**config.mk**
```make
export PLATFORM = sky130hd
export DESIGN_NAME = arm_seq_controller_flat
export DESIGN_NICKNAME = d
export VERILOG_FILES = /design/src/rtl/arm_seq_controller_if.sv /design/src/rtl/arm_seq_controller.sv /design/src/flat_wrapper.sv
export SDC_FILE = /design/constraint.sdc
export NUM_CORES = 1
export LEC_CHECK = 0
export CELL_PAD_IN_SITES_DETAIL_PLACEMENT = 1
export CELL_PAD_IN_SITES_GLOBAL_PLACEMENT = 1
export CORE_MARGIN = 4
export CORE_UTILIZATION = 21
export CTS_BUF_LIST = sky130_fd_sc_hd__clkbuf_2 sky130_fd_sc_hd__clkbuf_4 sky130_fd_sc_hd__clkbuf_8
export DETAILED_ROUTE_END_ITERATION = 10
export PLACE_DENSITY = 0.82
export SLEW_MARGIN = 5
export SYNTH_ARGS = -nofsm -noshare
export SYNTH_HDL_FRONTEND = slang
export SYNTH_SLANG_ARGS = --single-unit
```
**constraint.sdc**
```tcl
create_clock -name clk -period 2 [get_ports clk]
set_input_delay 0.3 -clock clk [delete_from_list [all_inputs] [get_ports clk]]
set_output_delay 0.3 -clock clk [all_outputs]
set_load 0.03 [all_outputs]
```
**src/rtl/arm_seq_controller_if.sv**
```systemverilog
// Instruction/flag/memory-handshake bundle between the ARM-subset control unit and its datapath.
// slave = control unit side, master = datapath side.
interface arm_seq_controller_if;
   logic [31:0] Instr;
   logic [3:0]  ALUFlags;
   logic        MemReady;
   logic [1:0]  RegSrc;
   logic        RegWrite;
   logic [1:0]  ImmSrc;
   logic        ALUSrc;
   logic [1:0]  ALUControl;
   logic        MemtoReg;
   logic        PCSrc;
   logic        MemWrite;
   logic        MemReq;
   logic        PCWrite;
   logic [3:0]  Flags;
   logic        Undef;

   modport master (
      output Instr, ALUFlags, MemReady,
      input  RegSrc, RegWrite, ImmSrc, ALUSrc, ALUControl, MemtoReg, PCSrc,
             MemWrite, MemReq, PCWrite, Flags, Undef
   );

   modport slave (
      input  Instr, ALUFlags, MemReady,
      output RegSrc, RegWrite, ImmSrc, ALUSrc, ALUControl, MemtoReg, PCSrc,
             MemWrite, MemReq, PCWrite, Flags, Undef
   );
endinterface

```
**src/rtl/arm_seq_controller.sv**
```systemverilog
// ARM-subset control unit: decode, NZCV flags, condition check, memory-stall FSM.
// Optional feature macro: CTRL_UNDEF_TRAP_EN (undefined encodings trap into HALT).
module arm_seq_controller (
   input logic                 clk,
   input logic                 reset,
   arm_seq_controller_if.slave bus
);

`ifdef CTRL_UNDEF_TRAP_EN
   typedef enum logic [1:0] {RUN, MEM, HALT} state_t;
`else
   typedef enum logic [1:0] {RUN, MEM} state_t;
`endif

   state_t      state_reg, state_next;
   logic [3:0]  flags_reg;
   logic [3:0]  flag_we;
   logic [1:0]  op;
   logic [3:0]  cmd;
   logic        s_bit, rd_pc, condex;
   logic        is_dp, is_mem, is_br, cmd_ok, is_cmp, is_arith;
   logic [1:0]  dp_alu;
   logic        reg_write, mem_write, mem_req, pc_write, pc_src, mem_to_reg;
   logic        unused_bits;

   assign op          = bus.Instr[27:26];
   assign cmd         = bus.Instr[24:21];
   assign s_bit       = bus.Instr[20];
   assign rd_pc       = (bus.Instr[15:12] == 4'hF);
   assign is_dp       = (op == 2'b00);
   assign is_mem      = (op == 2'b01);
   assign is_br       = (op == 2'b10);
   assign unused_bits = ^{bus.Instr[19:16], bus.Instr[11:0]};

   function automatic logic cond_pass(input logic [3:0] c, input logic [3:0] f);
      logic n, z, cf, v;
      {n, z, cf, v} = f;
      case (c)
         4'h0: cond_pass = z;
         4'h1: cond_pass = !z;
         4'h2: cond_pass = cf;
         4'h3: cond_pass = !cf;
         4'h4: cond_pass = n;
         4'h5: cond_pass = !n;
         4'h6: cond_pass = v;
         4'h7: cond_pass = !v;
         4'h8: cond_pass = cf && !z;
         4'h9: cond_pass = !cf || z;
         4'hA: cond_pass = (n == v);
         4'hB: cond_pass = (n != v);
         4'hC: cond_pass = !z && (n == v);
         4'hD: cond_pass = z || (n != v);
         4'hE: cond_pass = 1'b1;
         default: cond_pass = 1'b0;
      endcase
   endfunction

   assign condex = cond_pass(bus.Instr[31:28], flags_reg);

   always_comb begin
      cmd_ok   = 1'b1;
      is_cmp   = 1'b0;
      is_arith = 1'b1;
      dp_alu   = 2'b00;
      case (cmd)
         4'b0100: dp_alu = 2'b00;
         4'b0010: dp_alu = 2'b01;
         4'b1010: begin dp_alu = 2'b01; is_cmp = 1'b1; end
         4'b0000: begin dp_alu = 2'b10; is_arith = 1'b0; end
         4'b1100: begin dp_alu = 2'b11; is_arith = 1'b0; end
         default: begin cmd_ok = 1'b0; is_arith = 1'b0; end
      endcase
   end

   // Datapath selects: pure decode of Instr, valid in every state.
   always_comb begin
      bus.RegSrc     = 2'b00;
      bus.ImmSrc     = 2'b00;
      bus.ALUSrc     = 1'b0;
      bus.ALUControl = 2'b00;
      if (is_dp) begin
         bus.ALUSrc     = bus.Instr[25];
         bus.ALUControl = dp_alu;
      end else if (is_mem) begin
         bus.ImmSrc     = 2'b01;
         bus.ALUSrc     = 1'b1;
         bus.ALUControl = bus.Instr[23] ? 2'b00 : 2'b01;
         bus.RegSrc     = bus.Instr[20] ? 2'b00 : 2'b10;
      end else if (is_br) begin
         bus.RegSrc     = 2'b01;
         bus.ImmSrc     = 2'b10;
         bus.ALUSrc     = 1'b1;
      end
   end

   always_comb begin
      reg_write  = 1'b0;
      mem_write  = 1'b0;
      mem_req    = 1'b0;
      pc_write   = 1'b0;
      pc_src     = 1'b0;
      mem_to_reg = 1'b0;
      flag_we    = 4'b0000;
      state_next = state_reg;
      case (state_reg)
         RUN: begin
            pc_write = 1'b1;
            if (is_dp && cmd_ok) begin
               if (condex) begin
                  reg_write = !is_cmp;
                  pc_src    = !is_cmp && rd_pc;
                  if (s_bit) flag_we = is_arith ? 4'b1111 : 4'b1100;
               end
            end else if (is_mem) begin
               if (condex) begin
                  mem_req    = 1'b1;
                  pc_write   = 1'b0;
                  state_next = MEM;
               end
            end else if (is_br) begin
               pc_src = condex;
            end
`ifdef CTRL_UNDEF_TRAP_EN
            else begin
               pc_write   = 1'b0;
               state_next = HALT;
            end
`endif
         end
         MEM: begin
            mem_req   = 1'b1;
            mem_write = !bus.Instr[20];
            if (bus.MemReady) begin
               pc_write   = 1'b1;
               reg_write  = bus.Instr[20];
               mem_to_reg = bus.Instr[20];
               pc_src     = bus.Instr[20] && rd_pc;
               state_next = RUN;
            end
         end
         default: ;
      endcase
   end

   // Strobes drop combinationally while reset is held, aborting any access at once.
   assign bus.RegWrite = reg_write & reset;
   assign bus.MemWrite = mem_write & reset;
   assign bus.MemReq   = mem_req   & reset;
   assign bus.PCWrite  = pc_write  & reset;
   assign bus.PCSrc    = pc_src    & reset;
   assign bus.MemtoReg = mem_to_reg;
   assign bus.Flags    = flags_reg;

   always_ff @(posedge clk or negedge reset) begin
      if (!reset) state_reg <= RUN;
      else        state_reg <= state_next;
   end

   for (genvar gi = 0; gi < 4; gi++) begin : g_flag
      always_ff @(posedge clk or negedge reset) begin
         if (!reset)           flags_reg[gi] <= 1'b0;
         else if (flag_we[gi]) flags_reg[gi] <= bus.ALUFlags[gi];
      end
   end

`ifdef CTRL_UNDEF_TRAP_EN
   logic undef_reg;
   always_ff @(posedge clk or negedge reset) begin
      if (!reset)                                  undef_reg <= 1'b0;
      else if (state_reg == RUN && state_next == HALT) undef_reg <= 1'b1;
   end
   assign bus.Undef = undef_reg;
`else
   assign bus.Undef = 1'b0;
`endif

endmodule

```
**src/flat_wrapper.sv**
```systemverilog
// flat-port wrapper written by rule: the top's interface ports become plain ports
module arm_seq_controller_flat 
  (clk, reset, bus_Instr, bus_ALUFlags, bus_MemReady, bus_RegSrc, bus_RegWrite, bus_ImmSrc, bus_ALUSrc, bus_ALUControl, bus_MemtoReg, bus_PCSrc, bus_MemWrite, bus_MemReq, bus_PCWrite, bus_Flags, bus_Undef);
  arm_seq_controller_if bus_i ();
  input logic clk;
  input logic reset;
  input wire logic [$bits(bus_i.Instr)-1:0] bus_Instr;
  input wire logic [$bits(bus_i.ALUFlags)-1:0] bus_ALUFlags;
  input wire logic [$bits(bus_i.MemReady)-1:0] bus_MemReady;
  output wire logic [$bits(bus_i.RegSrc)-1:0] bus_RegSrc;
  output wire logic [$bits(bus_i.RegWrite)-1:0] bus_RegWrite;
  output wire logic [$bits(bus_i.ImmSrc)-1:0] bus_ImmSrc;
  output wire logic [$bits(bus_i.ALUSrc)-1:0] bus_ALUSrc;
  output wire logic [$bits(bus_i.ALUControl)-1:0] bus_ALUControl;
  output wire logic [$bits(bus_i.MemtoReg)-1:0] bus_MemtoReg;
  output wire logic [$bits(bus_i.PCSrc)-1:0] bus_PCSrc;
  output wire logic [$bits(bus_i.MemWrite)-1:0] bus_MemWrite;
  output wire logic [$bits(bus_i.MemReq)-1:0] bus_MemReq;
  output wire logic [$bits(bus_i.PCWrite)-1:0] bus_PCWrite;
  output wire logic [$bits(bus_i.Flags)-1:0] bus_Flags;
  output wire logic [$bits(bus_i.Undef)-1:0] bus_Undef;
  assign bus_i.Instr = bus_Instr;
  assign bus_i.ALUFlags = bus_ALUFlags;
  assign bus_i.MemReady = bus_MemReady;
  assign bus_RegSrc = bus_i.RegSrc;
  assign bus_RegWrite = bus_i.RegWrite;
  assign bus_ImmSrc = bus_i.ImmSrc;
  assign bus_ALUSrc = bus_i.ALUSrc;
  assign bus_ALUControl = bus_i.ALUControl;
  assign bus_MemtoReg = bus_i.MemtoReg;
  assign bus_PCSrc = bus_i.PCSrc;
  assign bus_MemWrite = bus_i.MemWrite;
  assign bus_MemReq = bus_i.MemReq;
  assign bus_PCWrite = bus_i.PCWrite;
  assign bus_Flags = bus_i.Flags;
  assign bus_Undef = bus_i.Undef;
  arm_seq_controller u_core (.clk(clk), .reset(reset), .bus(bus_i));
endmodule
```
# Yosys cells after proc, flatten, opt, wreduce, memory -nomap -nowiden

Index checks and enable logic that the tools add are counted.

Output and inout port bits: 18
Bits in registers: 6

Equal/unequal tests: 28
Bitwise logic cells: 5
Mux-type cells: 49
Reduce and logical (&&, ||, !) cells: 22

Operators by type and width:

| operator                                                                | number |
|---|---|
| 4-bit == test, second input constant                                    | 10 |
| 2-bit two-way mux                                                       | 13 |
| 1-bit two-way mux                                                       | 25 |
| 4-bit by 3-bit == test with 1-bit output, second input constant         | 5 |
| 4-bit two-way mux                                                       | 4 |
| 1-bit case mux with 15 select lines                                     | 1 |
| 4-bit by 2-bit == test with 1-bit output, second input constant         | 3 |
| 4-bit zero test                                                         | 2 |
| 1-bit case mux with 2 select lines                                      | 4 |
| 1-bit zero test                                                         | 6 |
| 2-bit case mux with 3 select lines                                      | 1 |
| 1-bit AND                                                               | 5 |
| 1-bit logical AND                                                       | 5 |
| 5-bit AND reduction                                                     | 1 |
| 5-bit OR reduction                                                      | 1 |
| 2-bit by 1-bit == test with 1-bit output, second input constant         | 2 |
| 4-bit by 1-bit == test with 1-bit output, second input constant         | 1 |
| 2-bit zero test                                                         | 2 |
| 2-bit by 1-bit inequality test with 1-bit output, second input constant | 2 |
| 2-bit inequality test, second input constant                            | 2 |
| 2-bit case mux with 2 select lines                                      | 1 |
| 3-bit OR reduction                                                      | 1 |
| 2-bit == test, second input constant                                    | 1 |
| 1-bit logical OR                                                        | 2 |
| 4 further kinds                                                         | 4 |

# Depth between registers and ports, before layout

Gate-level depths: netlist of the first run.

Word-level depth: 8
Depth in mapped cells: 7
Depth with buffers taken out: 7

# Worst setup path after synthesis of the first run

OpenSTA, ideal clock, no wires.

Path type: register to output
From: reg u_core.flags_reg[0], in the netlist u_core.bus.Flags[0]
To: out bus_MemReq
Path slack: -0.464 ns
Required time: 1.700 ns
Arrival: 2.164 ns
Buffers on the path: 0
Stages on the path, launching flop included: 6
Cells stage by stage: dfrtp_1 -> xnor2_1 -> nand3_1 -> a311o_1 -> and3_1 -> o21ai_0

Word-level cells in the longest chain between the ends: 8

Ends and longest elaborated chain:

| element                                                       | RTL line                                           | source |
|---|---|---|
| from (decl)                                                   | arm_seq_controller.sv:16                           | `logic [3:0] flags_reg;` |
| from (signal, indexed assignment)                             | arm_seq_controller.sv:162                          | `else if (flag_we[gi]) flags_reg[gi] <= bus.ALUFlags[gi];` |
| 1-bit inequality test / 1-bit == test (equally long branches) | -                                                  |  |
| 1-bit logical OR / 1-bit logical AND (equally long branches)  | arm_seq_controller.sv:52, arm_seq_controller.sv:51 |  |
| 1-bit case mux with 15 select lines (*)                       | arm_seq_controller.sv:38                           | `case (c)` |
| 1-bit two-way mux (*)                                         | arm_seq_controller.sv:115                          | `if (condex) begin` |
| 1-bit two-way mux (*)                                         | arm_seq_controller.sv:114                          | `end else if (is_mem) begin` |
| 1-bit two-way mux (*)                                         | arm_seq_controller.sv:108                          | `if (is_dp && cmd_ok) begin` |
| 1-bit case mux with 2 select lines (*)                        | arm_seq_controller.sv:105                          | `case (state_reg)` |
| 1-bit AND (*)                                                 | arm_seq_controller.sv:148                          | `assign bus.MemReq = mem_req & reset;` |
| to (decl)                                                     | flat_wrapper.sv:18                                 | `output wire logic [$bits(bus_i.MemReq)-1:0] bus_MemReq;` |

Every way passes the cells marked *; elsewhere a longest branch is shown, timed or not.

# Worst setup path in the final report of the first run

From: reg u_core.flags_reg[3], in the netlist u_core.bus.Flags[3]
To: out bus_PCWrite

Word-level cells in the longest chain between the ends: 8

Ends and longest elaborated chain:

| element                                                       | RTL line                                           | source |
|---|---|---|
| 1-bit inequality test / 1-bit == test (equally long branches) | -                                                  |  |
| 1-bit logical OR / 1-bit logical AND (equally long branches)  | arm_seq_controller.sv:52, arm_seq_controller.sv:51 |  |
| 1-bit case mux with 15 select lines (*)                       | arm_seq_controller.sv:38                           |  |
| 1-bit two-way mux (*)                                         | arm_seq_controller.sv:115                          |  |
| 1-bit two-way mux (*)                                         | arm_seq_controller.sv:114                          |  |
| 1-bit two-way mux (*)                                         | arm_seq_controller.sv:108                          |  |
| 1-bit case mux with 2 select lines (*)                        | arm_seq_controller.sv:105                          |  |
| 1-bit AND (*)                                                 | arm_seq_controller.sv:149                          | `assign bus.PCWrite = pc_write & reset;` |
| to (decl)                                                     | flat_wrapper.sv:19                                 | `output wire logic [$bits(bus_i.PCWrite)-1:0] bus_PCWrite;` |

Marked as above.

==> impl_metrics.py, run 1 <==
metrics = {
    "status": {
        "status": "finished, violations left",
        "violations": "negative setup slack",
    },
    "grt": {
        "grt_pass1_wl_um": 5400,
        "antenna_found_initial": 0,
        "grt_pass1_vias": 1147,
        "grt_overflow": 0,
        "grt_max_degree": 11,
        "grt_use_total_pct": 15.6,
    },
    "power_and_ir_drop": {
        "p_leak_uw": 0.000675,
        "p_per_area_nw_per_um2": 454,
        "max-vdd-ir-drop_v": 0.000192,
    },
    "floorplanning": {
        "num_rows": 21,
        "die_w_um": 67.5,
        "pin_count": 57,
        "start_util_pct": 22.0,
        "dieArea_um2": 4560,
        "coreArea_um2": 3390,
        "die_h_um": 67.5,
    },
    "synth": {
        "syn_inst": 90,
        "async_flop_share_pct": 100,
        "syn_avg_cell_area_um2": 8.27,
        "yosysSeqAreaShare_pct": 16.8,
        "syn-num-nets": 133,
        "ys_warn_count": 0,
        "ys_seq_elements": 5,
        "synth_edf_count": 0,
        "synth.distinct_cells": 42,
        "synth_ff_type": "dfrtp_1",
        "netlist_area_um2": 744,
    },
    "critical_path": {
        "critPathMaxStageDelay_ns": 0.48,
        "cp-end-kind": "primary output",
        "crit_fanout": 6,
        "crit_buf_inv": 1,
        "cp.arrival_ns": 2.03,
        "critPathRequiredTime_ns": 1.70,
        "cp_cell_sequence": "xnor2_4 > o32a_1 > a311o_1 > and3_4 > o311a_4 > buf_6",
        "cp_slowest_cell": "dfrtp_2",
        "critPathKind": "reg2out",
        "worstSetupStartpointType": "flip-flop",
        "r2r_cells": 7,
        "cp.depth": 6,
        "critPathTopFamily": "compound AO/OA/AOI/OAI gates",
    },
    "clocking": {
        "cts_tree": "yes",
        "numCtsBuffers": 3,
        "clock_tree.root_cell": "clkbuf_4",
        "clk_pin_slew_worst_paths_ns": 0.05,
        "clk_path_buf_depth": 2,
        "cts.htree.levels": 1,
        "clock_insertion_delay_worst_skew_ns": 0.25,
        "cts_hold_buffers": 0,
        "numClockSinks": 5,
    },
    "drt": {
        "routedWlPerCell_um": 16.5,
        "num_vias": 1027,
        "ant_nets": 0,
        "viasPerCell": 4.96,
        "wl_um": 3410,
        "drtIter0Drc": 38,
        "drc": 0,
        "drt_first_pass_iters": 4,
    },
    "final_layout": {
        "nNetsFinal": 205,
        "finalInstanceArea_um2": 1600,
        "diodes": 0,
        "largest_reg_flops": 4,
        "drive_gt1_share_pct": 49.7,
        "syn_to_final_growth_pct": 115,
    },
    "sta": {
        "grt_setup_unrepaired": "true",
        "post-route-min-period_ns": 2.33,
        "fin_setup_tns_ns": -1.97,
        "skew_ns": 0.00721,
        "min_period_over_period_pct": 117,
        "whs_ns": 0.415,
        "finalHoldViolCount": 0,
        "setup_slack_ns": -0.334,
        "setup_viol": 8,
        "slew_viol_final": 0,
        "fmaxAchievable_mhz": 429,
    },
    "placed_design": {
        "place_area_um2": 1400,
        "dp_slack_ns": -1.02,
        "portBuffers": 39,
        "place_hpwl_um": 2650,
        "gp_congestion": 0.793,
    },
    "worst_hold_path": {
        "hp-class": "in2async",
    },
    "flow_run": {
        "maxCapViolCount": 0,
    },
}
-- routing by layer --
metal / vias to the layer above / share of wire, % / wire (um) / track usage (%)
li1: 480 / - / - / -
met1: 489 / 36 / 1230 / 15.8
met2: 50 / 55 / 1880 / 30.7
met3: 8 / 6.6 / 227 / 3.33
met4: 0 / 2.4 / 82 / 5.57
met5: - / 0 / 0 / 0
-- final cells by class --
type                    count  area, um2
flip-flops and latches      5        130
multi-input cells          75        724
inverters                   4       15.0
repair buffers             73        641
fillers                   393       1790
clock buffers               4       30.0
well taps                  46       57.6
-- through the flow --
step                utilization, %  power [uW]  cells
floorplan                        -         335     90
global route                  47.1         768    207
detailed placement            41.4         532    200
global placement              41.4         511    200
CTS                           45.4         703    206
finish                        47.1         725    207
-- logic make-up after synthesis --
group | share of synthesized area [%]
AND/OR/NAND/NOR | 35.5
AO/OA/AOI/OAI | 20.5
flip-flops | 16.8
adder cells (fa/ha/maj) | 6.72
other | 0.504
multiplexers | 9.07
XOR/XNOR | 3.53
buffers and inverters | 7.39
-- cell usage in the layout (no fill, tap or decap), drive strengths merged, types with 3 or more instances in the layout --
| cell type | instances |
|---|---|
| nand2 | 4 |
| clkbuf | 4 |
| dlygate4sd2 | 7 |
| nor3b | 4 |
| nor2b | 5 |
| mux2 | 6 |
| nand2b | 4 |
| nand3 | 4 |
| dfrtp | 5 |
| o21ai | 4 |
| clkdlybuf4s50 | 20 |
| ha | 4 |
| buf | 45 |
| inv | 4 |
| nand4b | 3 |
-- final timing paths --
| path | start | end | slack, ns |
|---|---|---|---|
| setup / recovery | u_core.bus.Flags[3] | bus_PCWrite | -0.33 |
| hold / removal | reset | u_core.state_reg[0] | 0.41 |
| setup reg to reg | u_core.bus.Flags[3] | u_core.bus.Flags[1] | -0.24 |
| hold reg to reg | u_core.bus.Flags[2] | u_core.bus.Flags[2] | 0.63 |
| max in group asynchronous | reset | u_core.bus.Flags[2] | 1.43 |
| min in group clk | u_core.bus.Flags[2] | u_core.bus.Flags[2] | 0.63 |
-- cell usage after synthesis, types with 2 or more instances --
cell	instances	share of area, %
dfrtp_1	5	17
nor2b_1	5	4.2
ha_1	4	6.7
inv_1	4	2.0
mux2_1	4	6.0
nand2_1	4	2.0
nand2b_1	4	3.4
nand3_1	4	2.7
nor3b_1	4	4.0
o21ai_0	4	2.7
nand4b_1	3	3.5
a21oi_1	2	1.3
a2bb2oi_1	2	2.4
a31oi_1	2	1.7
and3_1	2	1.7
and3b_1	2	2.4
buf_2	2	1.3
buf_4	2	2.0
mux2_2	2	3.0
nor2_1	2	1.0
nor3_1	2	1.3
nor4b_1	2	2.4
o311a_1	2	2.7
o31ai_1	2	2.0
xor2_1	2	2.4
-- what timing repair did --
action | 4_1_cts | 5_1_grt
cloned | 0 | 0
buffers inserted | 2 | 2
gates resized for setup | 39 | 10
pin swaps | 12 | 2
endpoints found under the setup margin | 13 | 8
-- where the power goes --
| group | leakage (uW) | internal (uW) | switching [uW] | total, uW |
|---|---|---|---|---|
| Combinational | 0.000596 | 230 | 197 | 427 |
| Sequential | 0.0000608 | 120 | 41.9 | 162 |
| Clock | 0.0000184 | 89.3 | 46.6 | 136 |
Power figures use the tool's default switching activity.
==> inputs of run 2 (changes only) <==
--- a/config.mk
+++ b/config.mk
@@ -5,12 +5,15 @@
 export SDC_FILE = /design/constraint.sdc
 export NUM_CORES = 1
 export LEC_CHECK = 0
+export ABC_AREA = 0
+export ABC_CLOCK_PERIOD_IN_PS = 2000
 export CELL_PAD_IN_SITES_DETAIL_PLACEMENT = 1
 export CELL_PAD_IN_SITES_GLOBAL_PLACEMENT = 1
 export CORE_MARGIN = 4
 export CORE_UTILIZATION = 21
 export CTS_BUF_LIST = sky130_fd_sc_hd__clkbuf_2 sky130_fd_sc_hd__clkbuf_4 sky130_fd_sc_hd__clkbuf_8
 export DETAILED_ROUTE_END_ITERATION = 10
+export GPL_TIMING_DRIVEN = 0
 export PLACE_DENSITY = 0.82
 export SLEW_MARGIN = 5
 export SYNTH_ARGS = -nofsm -noshare
==> impl_metrics.py, run 2 (synthesized netlist as in run 1, its figures left out) <==
metrics = {
    "status": {
        "status": "finished, violations left",
        "violations": "negative setup slack",
    },
    "sta": {
        "grt_setup_unrepaired": "true",
        "fmaxAchievable_mhz": 427,
        "setup_viol": 7,
        "slew_viol_final": 0,
        "setup_slack_ns": -0.340,
        "post-route-min-period_ns": 2.34,
        "finalHoldViolCount": 0,
        "skew_ns": 0.00369,
        "min_period_over_period_pct": 117,
    },
    "drt": {
        "wl_um": 3210,
        "drt_first_pass_iters": 4,
        "viasPerCell": 4.94,
        "drtIter0Drc": 35,
        "drc": 0,
        "num_vias": 953,
        "ant_nets": 0,
        "routedWlPerCell_um": 16.6,
    },
    "clocking": {
        "clk_pin_slew_worst_paths_ns": 0.05,
        "clk_path_buf_depth": 2,
        "clock_insertion_delay_worst_skew_ns": 0.24,
        "cts_tree": "yes",
        "cts.htree.levels": 1,
        "clock_tree.root_cell": "clkbuf_4",
        "numCtsBuffers": 3,
        "numClockSinks": 5,
    },
    "final_layout": {
        "final_common_cell": "clkdlybuf4s50_1",
        "syn_to_final_growth_pct": 98.7,
        "drive_gt1_share_pct": 41.5,
        "nNetsFinal": 191,
        "largest_reg_flops": 4,
        "finalInstanceArea_um2": 1480,
        "mostFrequentLayoutCells": "clkdlybuf4s50_1, buf_4, dlygate4sd2_1, buf_6, nor2b_1",
        "diodes": 0,
    },
    "grt": {
        "grt_max_degree": 12,
        "grt_pass1_wl_um": 4880,
        "antenna_found_initial": 0,
        "grt_pass1_vias": 1083,
        "grt_overflow": 0,
        "grt_use_total_pct": 13.9,
    },
    "critical_path": {
        "cp-end-kind": "primary output",
        "r2r-start": "u_core.bus.Flags[0]",
        "r2r_slack_ns": -0.20,
        "critPathKind": "reg2out",
        "startpoint": "u_core.bus.Flags[0]",
        "cp.arrival_ns": 2.04,
        "crit_fanout": 6,
        "worstSetupStartpointType": "flip-flop",
        "critPathRequiredTime_ns": 1.70,
    },
    "floorplanning": {
        "start_util_pct": 22.0,
        "pin_count": 57,
        "die_h_um": 67.5,
        "die_w_um": 67.5,
        "num_rows": 21,
        "dieArea_um2": 4560,
        "coreArea_um2": 3390,
    },
    "power_and_ir_drop": {
        "seqPwrFrac_pct": 22.4,
        "p_per_area_nw_per_um2": 475,
        "p_int_uw": 430,
        "p_clk_share_pct": 18.8,
        "max-vdd-ir-drop_v": 0.000154,
        "p_leak_uw": 0.000646,
        "p_switching_uw": 273,
        "power_uw": 703,
        "swShare_pct": 38.8,
        "comb_power_share_pct": 58.8,
    },
    "placed_design": {
        "portBuffers": 37,
        "place_area_um2": 1220,
        "place_hpwl_um": 2210,
        "dp_slack_ns": -1.16,
        "gp_congestion": 0.781,
    },
    "flow_run": {
        "maxCapViolCount": 0,
    },
    "worst_hold_path": {
        "hp-class": "in2async",
    },
}
-- run 2: path summary, 6_finish.rpt --
check,endpoint,depth (start not counted)
max reg2reg,u_core.bus.Flags[1],7
min,u_core.bus.Flags[0],2
max in group asynchronous,u_core.bus.Flags[2],2
min in group clk,u_core.bus.Flags[1],1
max,bus_PCWrite,6
min reg2reg,u_core.bus.Flags[1],1
-- run 2: power groups by stage --
stage / Sequential (uW) / Combinational (uW) / Clock [uW]
2_1_floorplan: 175 / 161 / 0
3_3_place_gp: 155 / 306 / 0
3_5_place_dp: 156 / 318 / 0
4_1_cts: 154 / 382 / 139
5_1_grt: 160 / 437 / 146
6_report: 157 / 413 / 132
-- run 2: timing repair --
item | CTS | global route
gates resized for setup | 64 | 16
hold endpoints to repair | 0 | 5
endpoints found under the setup margin | 18 | 12
buffers inserted | 10 | 5
hold buffers | 0 | 1
pin swaps | 10 | 3
-- run 2: per-layer routing --
layer | GRT usage [%] | vias to the layer above | wire length [um] | part of all wire [%]
li1 | - | 451 | - | -
met1 | 13.7 | 456 | 1190 | 37
met2 | 27.0 | 40 | 1770 | 55
met3 | 2.16 | 6 | 192 | 6.0
met4 | 7.85 | 0 | 59 | 1.8
met5 | 0 | - | 0 | 0
-- run 2: metrics by stage --
stage | instances | hold slack, ns | TNS [ns] | utilization, %
finish | 193 | 0.537 | -1.55 | 43.6
global route | 193 | 0.555 | -2.10 | 43.6
CTS | 187 | 0.0636 | -1.25 | 41.3
detailed placement | 173 | 0.585 | -9.16 | 36.0
global placement | 173 | 0.545 | -8.07 | 36.0
floorplan | 90 | 0.00441 | -0.0273 | -
-- run 2: cell type report --
type	count	area, um2
fillers	403	1910
multi-input cells	75	704
repair buffers	53	482
flip-flops and latches	5	130
plain buffers	6	60.1
well taps	46	57.6
clock buffers	4	30.0
inverters	4	15.0
-- run 2: critical path, stage by stage (launching register included) --
cell and delay [ns]:
dfrtp_2 0.46, xnor2_2 0.18, o32a_1 0.17, a311o_1 0.33, and3_4 0.20, o311a_4 0.30
buf_6 0.14
